## src/rtl/sprite_move_input_if.sv

```systemverilog
// Button/move handshake bundle between the push-button pad side and spriteFSM.
interface sprite_move_input_if;
   logic [3:0] btn;
   logic       ready;
   logic       move;
   logic [1:0] dir;
   logic       held;

   modport master (output btn, output ready, input move, input dir, input held);
   modport slave  (input btn, input ready, output move, output dir, output held);
endinterface

```

## src/rtl/sprite_move_input.sv

```systemverilog
// Push-button conditioner: sync, debounce, priority, one move pulse per press.
// Define SPRITE_MOVE_AUTOREPEAT_EN to auto-repeat moves while a button is held.
module sprite_move_input #(
   parameter int unsigned DEBOUNCE_CYCLES = 500000,
   parameter int unsigned REPEAT_DELAY    = 25000000,
   parameter int unsigned REPEAT_PERIOD   = 5000000,
   parameter int unsigned CNT_W           = 25
) (
   input logic                i_clock,
   input logic                i_reset,
   sprite_move_input_if.slave bus
);

   typedef enum logic [1:0] {S_IDLE, S_PEND, S_HOLD} state_t;

   localparam logic [CNT_W-1:0] DB_MAX = CNT_W'(DEBOUNCE_CYCLES - 1);

   logic [3:0]       r_sync1;
   logic [3:0]       r_sync2;
   logic [3:0]       r_db;
   logic [CNT_W-1:0] r_db_cnt [4];
   logic [3:0]       w_db_nxt;
   logic [CNT_W-1:0] w_cnt_nxt [4];

   state_t           r_state;
   state_t           w_state_nxt;
   logic [1:0]       r_req_dir;
   logic [1:0]       w_req_dir_nxt;
   logic             r_move;
   logic             w_move_nxt;
   logic [1:0]       r_dir;
   logic [1:0]       w_dir_nxt;
   logic             w_any;
   logic [1:0]       w_win;
   logic             w_new;
   logic             w_keep;

   always_ff @(posedge i_clock) begin
      if (i_reset) begin
         r_sync1 <= '0;
         r_sync2 <= '0;
      end else begin
         r_sync1 <= bus.btn;
         r_sync2 <= r_sync1;
      end
   end

   // Counter only runs while the synced level disagrees; it flips on the last stable cycle.
   always_comb begin
      for (int i = 0; i < 4; i++) begin
         w_db_nxt[i]  = r_db[i];
         w_cnt_nxt[i] = '0;
         if (r_sync2[i] != r_db[i]) begin
            if (r_db_cnt[i] == DB_MAX)
               w_db_nxt[i] = ~r_db[i];
            else
               w_cnt_nxt[i] = r_db_cnt[i] + 1'b1;
         end
      end
   end

   always_ff @(posedge i_clock) begin
      if (i_reset) begin
         r_db <= '0;
         for (int i = 0; i < 4; i++) r_db_cnt[i] <= '0;
      end else begin
         r_db <= w_db_nxt;
         for (int i = 0; i < 4; i++) r_db_cnt[i] <= w_cnt_nxt[i];
      end
   end

   // The FSM looks at the level being accepted this edge, saving one cycle of latency.
   always_comb begin
      w_any = |w_db_nxt;
      w_win = 2'd0;
      priority case (1'b1)
         w_db_nxt[0]: w_win = 2'd0;
         w_db_nxt[1]: w_win = 2'd1;
         w_db_nxt[2]: w_win = 2'd2;
         w_db_nxt[3]: w_win = 2'd3;
         default:     w_win = 2'd0;
      endcase
   end

   assign w_new  = ((r_state == S_IDLE) && w_any) ||
                   ((r_state == S_HOLD) && w_any && (w_win != r_req_dir));
   assign w_keep = (r_state == S_HOLD) && w_any && (w_win == r_req_dir);

`ifdef SPRITE_MOVE_AUTOREPEAT_EN
   localparam logic [CNT_W-1:0] DLY_MAX = CNT_W'(REPEAT_DELAY - 1);
   localparam logic [CNT_W-1:0] PER_MAX = CNT_W'(REPEAT_PERIOD - 1);

   logic [CNT_W-1:0] r_rep_cnt;
   logic             r_first_done;
   logic             w_rep_hit;

   assign w_rep_hit = r_rep_cnt == (r_first_done ? PER_MAX : DLY_MAX);

   // Counter stops at its threshold because a hit always leaves HOLD.
   always_ff @(posedge i_clock) begin
      if (i_reset) begin
         r_rep_cnt    <= '0;
         r_first_done <= 1'b0;
      end else begin
         if ((r_state == S_PEND) && bus.ready)
            r_rep_cnt <= '0;
         else if (w_keep && !w_rep_hit)
            r_rep_cnt <= r_rep_cnt + 1'b1;
         if (w_new)
            r_first_done <= 1'b0;
         else if (w_keep && w_rep_hit)
            r_first_done <= 1'b1;
      end
   end
`else
   logic w_rep_hit;
   assign w_rep_hit = 1'b0;
`endif

   always_ff @(posedge i_clock) begin
      if (i_reset) begin
         r_state   <= S_IDLE;
         r_req_dir <= 2'd0;
         r_move    <= 1'b0;
         r_dir     <= 2'd0;
      end else begin
         r_state   <= w_state_nxt;
         r_req_dir <= w_req_dir_nxt;
         r_move    <= w_move_nxt;
         r_dir     <= w_dir_nxt;
      end
   end

   always_comb begin
      w_state_nxt = r_state;
      case (r_state)
         S_IDLE:  if (w_any) w_state_nxt = S_PEND;
         S_PEND:  if (bus.ready) w_state_nxt = S_HOLD;
         S_HOLD: begin
            if (!w_any)                  w_state_nxt = S_IDLE;
            else if (w_win != r_req_dir) w_state_nxt = S_PEND;
            else if (w_rep_hit)          w_state_nxt = S_PEND;
         end
         default: w_state_nxt = S_IDLE;
      endcase
   end

   always_comb begin
      w_move_nxt    = (r_state == S_PEND) && bus.ready;
      w_req_dir_nxt = w_new ? w_win : r_req_dir;
      w_dir_nxt     = w_move_nxt ? r_req_dir : r_dir;
   end

   assign bus.move = r_move;
   assign bus.dir  = r_dir;
   assign bus.held = |r_db;

endmodule

```

## src/flat_wrapper.sv

```systemverilog
// flat-port wrapper written by rule: the top's interface ports become plain ports
module sprite_move_input_flat 
#(
   parameter int unsigned DEBOUNCE_CYCLES = 500000,
   parameter int unsigned REPEAT_DELAY    = 25000000,
   parameter int unsigned REPEAT_PERIOD   = 5000000,
   parameter int unsigned CNT_W           = 25
)
  (i_clock, i_reset, bus_btn, bus_ready, bus_move, bus_dir, bus_held);
  sprite_move_input_if bus_i ();
  input logic i_clock;
  input logic i_reset;
  input wire logic [$bits(bus_i.btn)-1:0] bus_btn;
  input wire logic [$bits(bus_i.ready)-1:0] bus_ready;
  output wire logic [$bits(bus_i.move)-1:0] bus_move;
  output wire logic [$bits(bus_i.dir)-1:0] bus_dir;
  output wire logic [$bits(bus_i.held)-1:0] bus_held;
  assign bus_i.btn = bus_btn;
  assign bus_i.ready = bus_ready;
  assign bus_move = bus_i.move;
  assign bus_dir = bus_i.dir;
  assign bus_held = bus_i.held;
  sprite_move_input #(.DEBOUNCE_CYCLES(DEBOUNCE_CYCLES), .REPEAT_DELAY(REPEAT_DELAY), .REPEAT_PERIOD(REPEAT_PERIOD), .CNT_W(CNT_W)) u_core (.i_clock(i_clock), .i_reset(i_reset), .bus(bus_i));
endmodule
```

## config.mk

```make
export PLATFORM = sky130hd
export DESIGN_NAME = sprite_move_input_flat
export DESIGN_NICKNAME = d
export VERILOG_FILES = /design/src/rtl/sprite_move_input_if.sv /design/src/rtl/sprite_move_input.sv /design/src/flat_wrapper.sv
export SDC_FILE = /design/constraint.sdc
export NUM_CORES = 1
export LEC_CHECK = 0
export CORE_MARGIN = 8
export CORE_UTILIZATION = 69
export CTS_BUF_LIST = sky130_fd_sc_hd__clkbuf_4 sky130_fd_sc_hd__clkbuf_8
export DETAILED_ROUTE_END_ITERATION = 7
export MAX_ROUTING_LAYER = met4
export PLACE_DENSITY = 0.91
export SYNTH_ARGS = -nofsm -noshare
export SYNTH_HDL_FRONTEND = slang
export SYNTH_SLANG_ARGS = --single-unit
```

## constraint.sdc

```tcl
create_clock -name i_clock -period 8 [get_ports i_clock]
set_clock_uncertainty 0.1 [all_clocks]
set_input_delay 0.8 -clock i_clock [delete_from_list [all_inputs] [get_ports i_clock]]
set_output_delay 0.8 -clock i_clock [all_outputs]
set_load 0.03 [all_outputs]
```

==> results of run 1 <==
## per-stage QoR
stage          hold slack [ns]  setup WS [ns]
6_report                 0.347           5.09
3_3_place_gp             0.322           5.08
2_1_floorplan            0.314           5.33
4_1_cts                  0.346           5.15
3_5_place_dp             0.321           5.01
5_1_grt                  0.359           4.91
## cell usage after synthesis, types with 2 or more instances
master	n
buf_1	2
nand2_1	43
and4_1	5
nor2b_1	10
and2_1	4
nor4bb_1	4
nor3_1	11
clkbuf_1	12
or3_1	14
xnor2_1	27
ha_1	4
dfxtp_1	119
nor4b_1	5
mux2i_1	4
a21oi_1	13
nor4_1	7
o21ai_0	12
and3_1	13
nand4_1	23
or2_2	3
nand3_1	42
xor2_1	60
o31ai_1	2
nor2_1	120
inv_1	15
or4_1	2
## where the power goes
group,switching (µW),total [µW],internal [µW]
sequential,1.68,597,595
combinational,7.10,12.1,5.03
clock,229,584,355
total,238,1190,955
## state kept, by name, summed over array words and instances (netlist names)
register and flops:
u_core.r_state 2, u_core.r_sync2 4, u_core.bus.move 1, u_core.r_db 4, u_core.bus.dir 2, u_core.r_db_cnt 100
u_core.r_req_dir 2, u_core.r_sync1 4
## cell type report
| class | count | area (µm²) |
|---|---|---|
| well taps | 99 | 124 |
| flip-flops and latches | 119 | 2380 |
| multi-input cells | 446 | 2660 |
| fillers | 480 | 1490 |
| clock buffers | 24 | 318 |
| inverters | 15 | 56.3 |
| repair buffers | 11 | 108 |
| clock inverters | 7 | 116 |
## cells by family after synthesis
logic type	after synthesis
and+or+nand+nor	312
xor gates and xnor gates	87
buffers and inverters	31
DFF	119
AOI/OAI and AO/OA	38
muxes	5
adders and majority gates	4
## metal layers
layer  up-vias  global-route usage
met3        30              0.0749
met4         0               0.125
met1      1945               0.238
li1       2056                   -
met2       108               0.351
met5         -                   -
## worst max-delay path: stages (launching register included)
cell      delay (ns)
dfxtp_1         0.45
ha_1            0.34
nor4bb_1        0.27
nand4_1         0.12
nor2_1          0.20
mux2i_1         0.55
nor2_1          0.12
or3_1           0.34
a221oi_2        0.30
## path summary, 6_finish.rpt
| check | slack [ns] | cells past startpoint | startpoint | to |
|---|---|---|---|---|
| max | 5.09 | 8 | u_core.r_db_cnt[0][1]$_SDFF_PP0_ | u_core.r_state[1]$_SDFFE_PP0P_ |
| min | 0.35 | 1 | u_core.r_sync1[1]$_SDFF_PP0_ | u_core.r_sync2[1]$_SDFF_PP0_ |
| max reg2reg | 5.09 | 8 | u_core.r_db_cnt[0][1]$_SDFF_PP0_ | u_core.r_state[1]$_SDFFE_PP0P_ |
| min reg2reg | 0.35 | 1 | u_core.r_sync1[1]$_SDFF_PP0_ | u_core.r_sync2[1]$_SDFF_PP0_ |
==> metrics.cfg, run 1 <==
[logic_synthesis]
ys_top_cells_by_area=dfxtp_1, xor2_1, nor2_1
synth_top_family_by_area=simple AND/OR/NAND/NOR gates
synth_edf_count=0
yosysSeqAreaShare=0.462
synth_top_cell_by_area=dfxtp_1
synthSimpleGateAreaFrac=0.298
synthAdderAreaFrac=0.00970
async_flop_share=0
ys_types=46
netlist_area_um2=5160
synth.top_cell.area_share=0.462
netlist_instances=596
muxShareOfSynthArea=0.00994
syn_avg_cell_area_um2=8.66
synth-seq-cells=119
synth_nets=607
yosysWarnings=0
synth_xor_area_frac=0.148
synth_compound_area_frac=0.0483
synthFlopType=dfxtp_1

[sta]
min_period_ns=2.91
clock.fmax_ghz=0.344
fin_tns_setup_ns=0
drv_slew=0
fin_crit_sh=0.363
rsz0062_at_grt=false
max-slew-margin-rel=0.447
setup_viol=0
worst_pin_slew_ns=0.829
hold_viol=0

[finish]
utilization=0.794
drive_above_1_share=0.0691
fin_cells=721
area_growth_pct=11.7
layout_commonest_cell=nor2_1
antenna_cells=0
layout_common_cells=nor2_1, dfxtp_1, xor2_1, nand2_1, nand3_1
final_area_um2=5760
fin_nets=621

[floorplanning]
die_area_um2=10500
pin_count=11
die_h_um=102
core_um2=7250
die_w_um=102
initial_core_util=0.711
row_count=31

[job]
max_cap_violations=0

[place]
place_hpwl_um=6630
gp_congestion=0.867
placed_area_um2=5330
dp.cells=690
numPortBuffers=10

[pwr]
total_power_uw=1190
vdd_drop_max_v=0.000153
power_density_nw_per_um2=207
p_leak_uw=0.00185

[global_routing]
grt_pass1_wl_um=17800
grt_pass1_vias=4097
antenna_found_initial=0
track_usage=0.222
grt_max_degree=26
grt-ovfl-total=0

[clocking]
cts_resized=0
clkTransAtPathRegs_ns=0.07
root_buffer=clkbuf_8
clk_latency_ns=0.43
ctsLongestPathBuffers=2
cts-buffers-inserted=17
post_cts_buffers=0
cts.sinks=119
hold_buffers=0
h-tree-depth=4
cts_tree=done

[status]
status=finished clean

[worst_setup_path]
crit_path_start_kind=flop
cp_max_fo=7
critical_path_class=flop to flop
critPathRequiredTime_ns=8.22
crit_arrival_ns=3.13
crit_path_end_kind=flop

[route]
routedWlPerCell_um=14.2
wl_met3_um=461
wl_met2_um=5090
vias=4139
wirelength_um=10200
drtPass1Iterations=6
drt-initial-drc-count=236
avgViaCountPerCell=5.74
detail-route-antenna-nets=0
drc_errors=0
routed.top_layer=met4
met1Wirelength_um=4410

[worst_hold_path]
hold_path.class=flop to flop

(Power assumes the default switching activity.)
==> run 2, diff against run 1 <==
--- a/config.mk
+++ b/config.mk
@@ -6,11 +6,11 @@
 export NUM_CORES = 1
 export LEC_CHECK = 0
 export CORE_MARGIN = 8
-export CORE_UTILIZATION = 69
+export CORE_UTILIZATION = 64
 export CTS_BUF_LIST = sky130_fd_sc_hd__clkbuf_4 sky130_fd_sc_hd__clkbuf_8
 export DETAILED_ROUTE_END_ITERATION = 7
 export MAX_ROUTING_LAYER = met4
-export PLACE_DENSITY = 0.91
+export PLACE_DENSITY = 0.86
 export SYNTH_ARGS = -nofsm -noshare
 export SYNTH_HDL_FRONTEND = slang
 export SYNTH_SLANG_ARGS = --single-unit
==> constraint.sdc (replaced) <==
create_clock -name i_clock -period 3.01 [get_ports i_clock]
set_clock_uncertainty 0.1 [all_clocks]
set_input_delay 0.301 -clock i_clock [delete_from_list [all_inputs] [get_ports i_clock]]
set_output_delay 0.301 -clock i_clock [all_outputs]
set_load 0.03 [all_outputs]
==> metrics.cfg, run 2 (synthesis results as in run 1) <==
[clocking]
cts_resized=0  ; unchanged
post_cts_buffers=0  ; unchanged
cts-buffers-inserted=17  ; unchanged
clk_latency_ns=0.42  ; about the same
clkTransAtPathRegs_ns=0.07  ; about the same
cts_tree=done
ctsLongestPathBuffers=2  ; unchanged
root_buffer=clkbuf_8
cts.sinks=119  ; unchanged
hold_buffers=0  ; unchanged
h-tree-depth=4  ; unchanged

[place]
dp.cells=698  ; +1.2%
gp_congestion=0.964  ; +11%
numPortBuffers=10  ; unchanged
post-place-ws_ns=0.240  ; -4.77 ns
place_hpwl_um=6500  ; -2.0%

[route]
drtPass1Iterations=4  ; -2
avgViaCountPerCell=5.58  ; -2.7%
drc_errors=0  ; unchanged
wirelength_um=9490  ; -7.0%
vias=4077  ; -1.5%
detail-route-antenna-nets=0  ; unchanged
routedWlPerCell_um=13.0  ; -8.1%
drt-initial-drc-count=173  ; -27%

[worst_setup_path]
critPathRequiredTime_ns=3.23  ; -4.99 ns
crit_path_end_kind=flop
cp_max_fo=8  ; +1
crit_path_start_kind=flop
critical_path_class=flop to flop
crit_arrival_ns=3.05  ; -0.08 ns

[finish]
antenna_cells=0  ; unchanged
utilization=0.738  ; -0.0558
fin_nets=626  ; +0.81%
layout_commonest_cell=nor2_1
fin_cells=730  ; +1.2%
layout_common_cells=nor2_1, dfxtp_1, xor2_1, nand2_1, nand3_1
area_growth_pct=11.2
fill_cells=569  ; +19%
largest_register=u_core.r_db_cnt
drive_above_1_share=0.0780  ; +0.00889
largest_reg_flops=100  ; unchanged

[sta]
fin_tns_setup_ns=0  ; unchanged
drv_slew=0  ; unchanged
hold_viol=0  ; unchanged
worst_pin_slew_ns=0.643  ; -0.187 ns
rsz0062_at_grt=false
fin_crit_sh=0.939  ; +0.576
max-slew-margin-rel=0.567  ; +0.120
fin_hold_ws_ns=0.351  ; +0.00480 ns
worst_slack_ns=0.183  ; -4.91 ns
setup_viol=0  ; unchanged
clock.fmax_ghz=0.354  ; +2.9%
min_period_ns=2.83  ; -0.0809 ns

[global_routing]
grt_max_degree=26  ; unchanged
antenna_found_initial=0  ; unchanged
grt_pass1_wl_um=16900  ; -5.5%
grt-ovfl-total=0  ; unchanged
track_usage=0.184  ; -0.0373
grt_pass1_vias=3975  ; -3.0%

[floorplanning]
pin_count=11  ; unchanged
row_count=32  ; +3.2%
initial_core_util=0.664  ; -0.0471
core_um2=7770  ; +7.1%
die_area_um2=11200  ; +6.6%
die_h_um=106  ; +3.2%
die_w_um=106  ; +3.2%

[pwr]
p_leak_uw=0.00185  ; -0.18%
power_density_nw_per_um2=513  ; +150%
vdd_drop_max_v=0.000348  ; +130%

[status]
status=finished clean

[worst_hold_path]
hold_path.class=flop to flop

[job]
max_cap_violations=0  ; unchanged

==> run 2: cell count changes in the layout (fill, tap and decap cells not counted) <==
cell       previous run  this run
clkbuf_8             22        19
buf_4                 1         6
bufinv_16             3         1
clkinv_2              2         6
clkbuf_4              2         4
==> run 2: layer usage <==
layer	track usage	vias to the layer above	part of all wire	routed length (µm)
met2	0.310	83	0.50	4750
met5	-	-	0	0
li1	-	2071	-	-
met1	0.199	1900	0.44	4210
met3	0.0481	23	0.034	324
met4	0.0854	0	0.022	208
==> run 2: where the power goes <==
part	internal (µW)	switching, µW	total, µW
registers	1580	4.25	1590
logic	15.4	19.6	35.0
clock network	725	596	1320
total	2320	620	2940
==> run 2: area by class of cell <==
type                    instances  area [µm²]  area share
clock buffers                  23         292      0.0508
clock inverters                 9        76.3      0.0133
inverters                      15        56.3     0.00982
multi-input cells             446        2660       0.463
flip-flops and latches        119        2380       0.415
well taps                     102         128      0.0223
repair buffers                 16         145      0.0253
==> run 2: metrics by stage <==
stage / power (µW) / cell area (µm²)
after floorplan: 1640 / 5160
after global placement: 1650 / 5370
after detailed placement: 1660 / 5370
after CTS: 2960 / 5740
after global routing: 3030 / 5740
final: 2940 / 5740
==> run 2: path summary, 6_finish.rpt <==
| check | from | endpoint | slack [ns] | cells past startpoint |
|---|---|---|---|---|
| worst max-delay path | u_core.r_db_cnt[1][21]$_SDFF_PP0_ | u_core.r_state[0]$_SDFFE_PP0P_ | 0.18 | 7 |
| worst max register to register | u_core.r_db_cnt[1][21]$_SDFF_PP0_ | u_core.r_state[0]$_SDFFE_PP0P_ | 0.18 | 7 |
| worst min-delay path | u_core.r_sync1[0]$_SDFF_PP0_ | u_core.r_sync2[0]$_SDFF_PP0_ | 0.35 | 1 |
| worst min register to register | u_core.r_sync1[0]$_SDFF_PP0_ | u_core.r_sync2[0]$_SDFF_PP0_ | 0.35 | 1 |
==> run 2: critical path, stage by stage (launching register included) <==
cell and delay [ns]:
dfxtp_1 0.34, or4_1 0.52, or3_4 0.36, or4_4 0.53, and2_1 0.26, a41oi_2 0.28
a21boi_1 0.12, nor4_2 0.23
==> variant: new RTL, settings of run 2 <==
`CNT_W` is set to 25 in 2 places; all go to 21.
--- a/src/rtl/sprite_move_input.sv
+++ b/src/rtl/sprite_move_input.sv
@@ -6,3 +6,3 @@
    parameter int unsigned REPEAT_PERIOD   = 5000000,
-   parameter int unsigned CNT_W           = 25
+   parameter int unsigned CNT_W           = 21
 ) (
--- a/src/flat_wrapper.sv
+++ b/src/flat_wrapper.sv
@@ -6,3 +6,3 @@
    parameter int unsigned REPEAT_PERIOD   = 5000000,
-   parameter int unsigned CNT_W           = 25
+   parameter int unsigned CNT_W           = 21
 )
Check against the original RTL: same outputs for any inputs over 10 cycles, from zero or initial values and one cycle with i_reset high; that may be too few to reach the edited logic, so the function may still have changed.
==> variant against run 2 <==
Synthesized area is 16% lower. Synthesized cell count is 19% lower. Wire length is 24% lower. Sequential cell count shrank 16. Die area down 13%. Worst setup slack better by 410 ps. Non-clock buffer count shrank 5. Maximum frequency grew 17%. Design area down 18%. Worst hold slack improved by 0.90 ps. Total power is 25% lower. Clock power down 38%. Sequential share of layout area rose by 2.3 points.
==> variant: results (changes against run 2) <==
** Worst setup path
- Critical R2R Capture :: u_core.r_state[1]$_SDFFE_PP0P_ (was u_core.r_state[0]$_SDFFE_PP0P_)
- Crit path DAT :: 2590 ps (was 3050 ps)
- The critical register-to-register path startpoint was u_core.r_db_cnt[3][0]$_SDFF_PP0_ (was u_core.r_db_cnt[1][21]$_SDFF_PP0_).
- The logic depth of the worst register-to-register path was 9 (was 7).
- The reg2reg setup slack is 590 ps (was 180 ps).

** Place
- Worst slack at placement :: 584 ps (was 240 ps)
- The total placed instance area was 0.00452 mm² (was 0.00537 mm²).
- Placed insts :: 565 (was 698)

** Global route
- Global routing met3 resource utilization :: 4.44% (was 4.81%)
- Met1 usage in global routing :: 18.5% (was 19.9%)
- The pin count of the biggest net entering global routing was 22 (was 26).
- Global-route wire length before repair :: 13200 µm (was 16900 µm)

** Clocking
- Clk slew on worst S/H paths :: 100 ps (was 70 ps)
- Clock buffer count from CTS :: 9 (was 17)
- H-tree depth :: 3 (was 4)

** Power and ir drop
- Combinational power :: 0.0301 mW (was 0.0350 mW)
- The maximum resistive drop on vdd came to 0.386 mV (was 0.348 mV).
- Clock power share :: 36.8% (was 44.9%)
- Switching portion of total power :: 22.5% (was 21.1%)

** Synthesis
- Post-synth top cells: nor2_1, dfxtp_1, xor2_1, nand3_1, xnor2_1 (was nor2_1, dfxtp_1, xor2_1, nand2_1, nand3_1).
- Unique cell type count in the Yosys netlist :: 41 (was 46)
- Gate Count Post-Synth :: 484 (was 596)
- Main area contributors after synthesis: dfxtp_1, xor2_1, nor2_1 (unchanged).

** Final layout
- Max FFs per register :: 84 (was 100)
- Non-filler instance count after layout :: 581 (was 730)
- The fraction of final layout cells sized beyond drive strength 1 came to 5.59% (was 7.80%).

** Route
- Met2 WL post-DR :: 3480 µm (was 4750 µm)
- The via count normalized by instance count was 5.52 (was 5.58).
- Met1 WL :: 3450 µm (was 4210 µm)
- The aggregate routed wire length came to 7260 µm (was 9490 µm).

** Min path
- Hold Crit Endpoint :: u_core.r_sync2[3]$_SDFF_PP0_ (was u_core.r_sync2[0]$_SDFF_PP0_)
- The hold path startpoint is u_core.r_sync1[3]$_SDFF_PP0_ (was u_core.r_sync1[0]$_SDFF_PP0_).

** Timing
- The remaining max-slew budget at the tightest pin came to 53.8% (was 56.7%).
- The worst slack on hold paths came to 352 ps (was 351 ps).

** Outcome
- Result of the run :: finished, final reports clean (unchanged)
-- variant: worst max-delay path: stages, from the launching register on --
cell and delay (ps):
dfxtp_1 380, ha_1 210, and4_1 260, nand3_1 80
nor2_1 160, mux2i_1 420, o21ai_0 190, a21oi_1 160
and4b_1 210, a21o_1 150
-- variant: worst max path at each step --
stage / start / end / slack (ps)
finish: u_core.r_db_cnt[3][0]$_SDFF_PP0_ / u_core.r_state[1]$_SDFFE_PP0P_ / 590
global route: u_core.r_db_cnt[3][0]$_SDFF_PP0_ / u_core.r_state[1]$_SDFFE_PP0P_ / 290
floorplan: u_core.r_db_cnt[3][0]$_SDFF_PP0_ / u_core.r_state[1]$_SDFFE_PP0P_ / 810
detailed placement: u_core.r_db_cnt[3][0]$_SDFF_PP0_ / u_core.r_state[1]$_SDFFE_PP0P_ / 580
global placement: u_core.r_db_cnt[3][0]$_SDFF_PP0_ / u_core.r_state[1]$_SDFFE_PP0P_ / 670
CTS: u_core.r_db_cnt[3][0]$_SDFF_PP0_ / u_core.r_state[1]$_SDFFE_PP0P_ / 590
-- variant: layout make-up --
type | count | area [µm²]
clock buffers | 10 | 138
clock inverters | 6 | 53.8
fillers | 519 | 1970
inverters | 11 | 41.3
multi-input cells | 360 | 2210
flip-flops and latches | 103 | 2060
well taps | 80 | 100
repair buffers | 11 | 108
-- variant: logic make-up (layout without fill, tap and decap cells) --
group	after synthesis	after routing	share of synthesized area (%)
AOI/OAI and AO/OA	20	20	2.65
xor gates and xnor gates	76	76	15.3
adders and majority gates	4	4	1.15
buffers and inverters	21	38	1.81
DFF	103	103	47.4
muxes	9	9	2.16
and+or+nand+nor	251	251	29.5
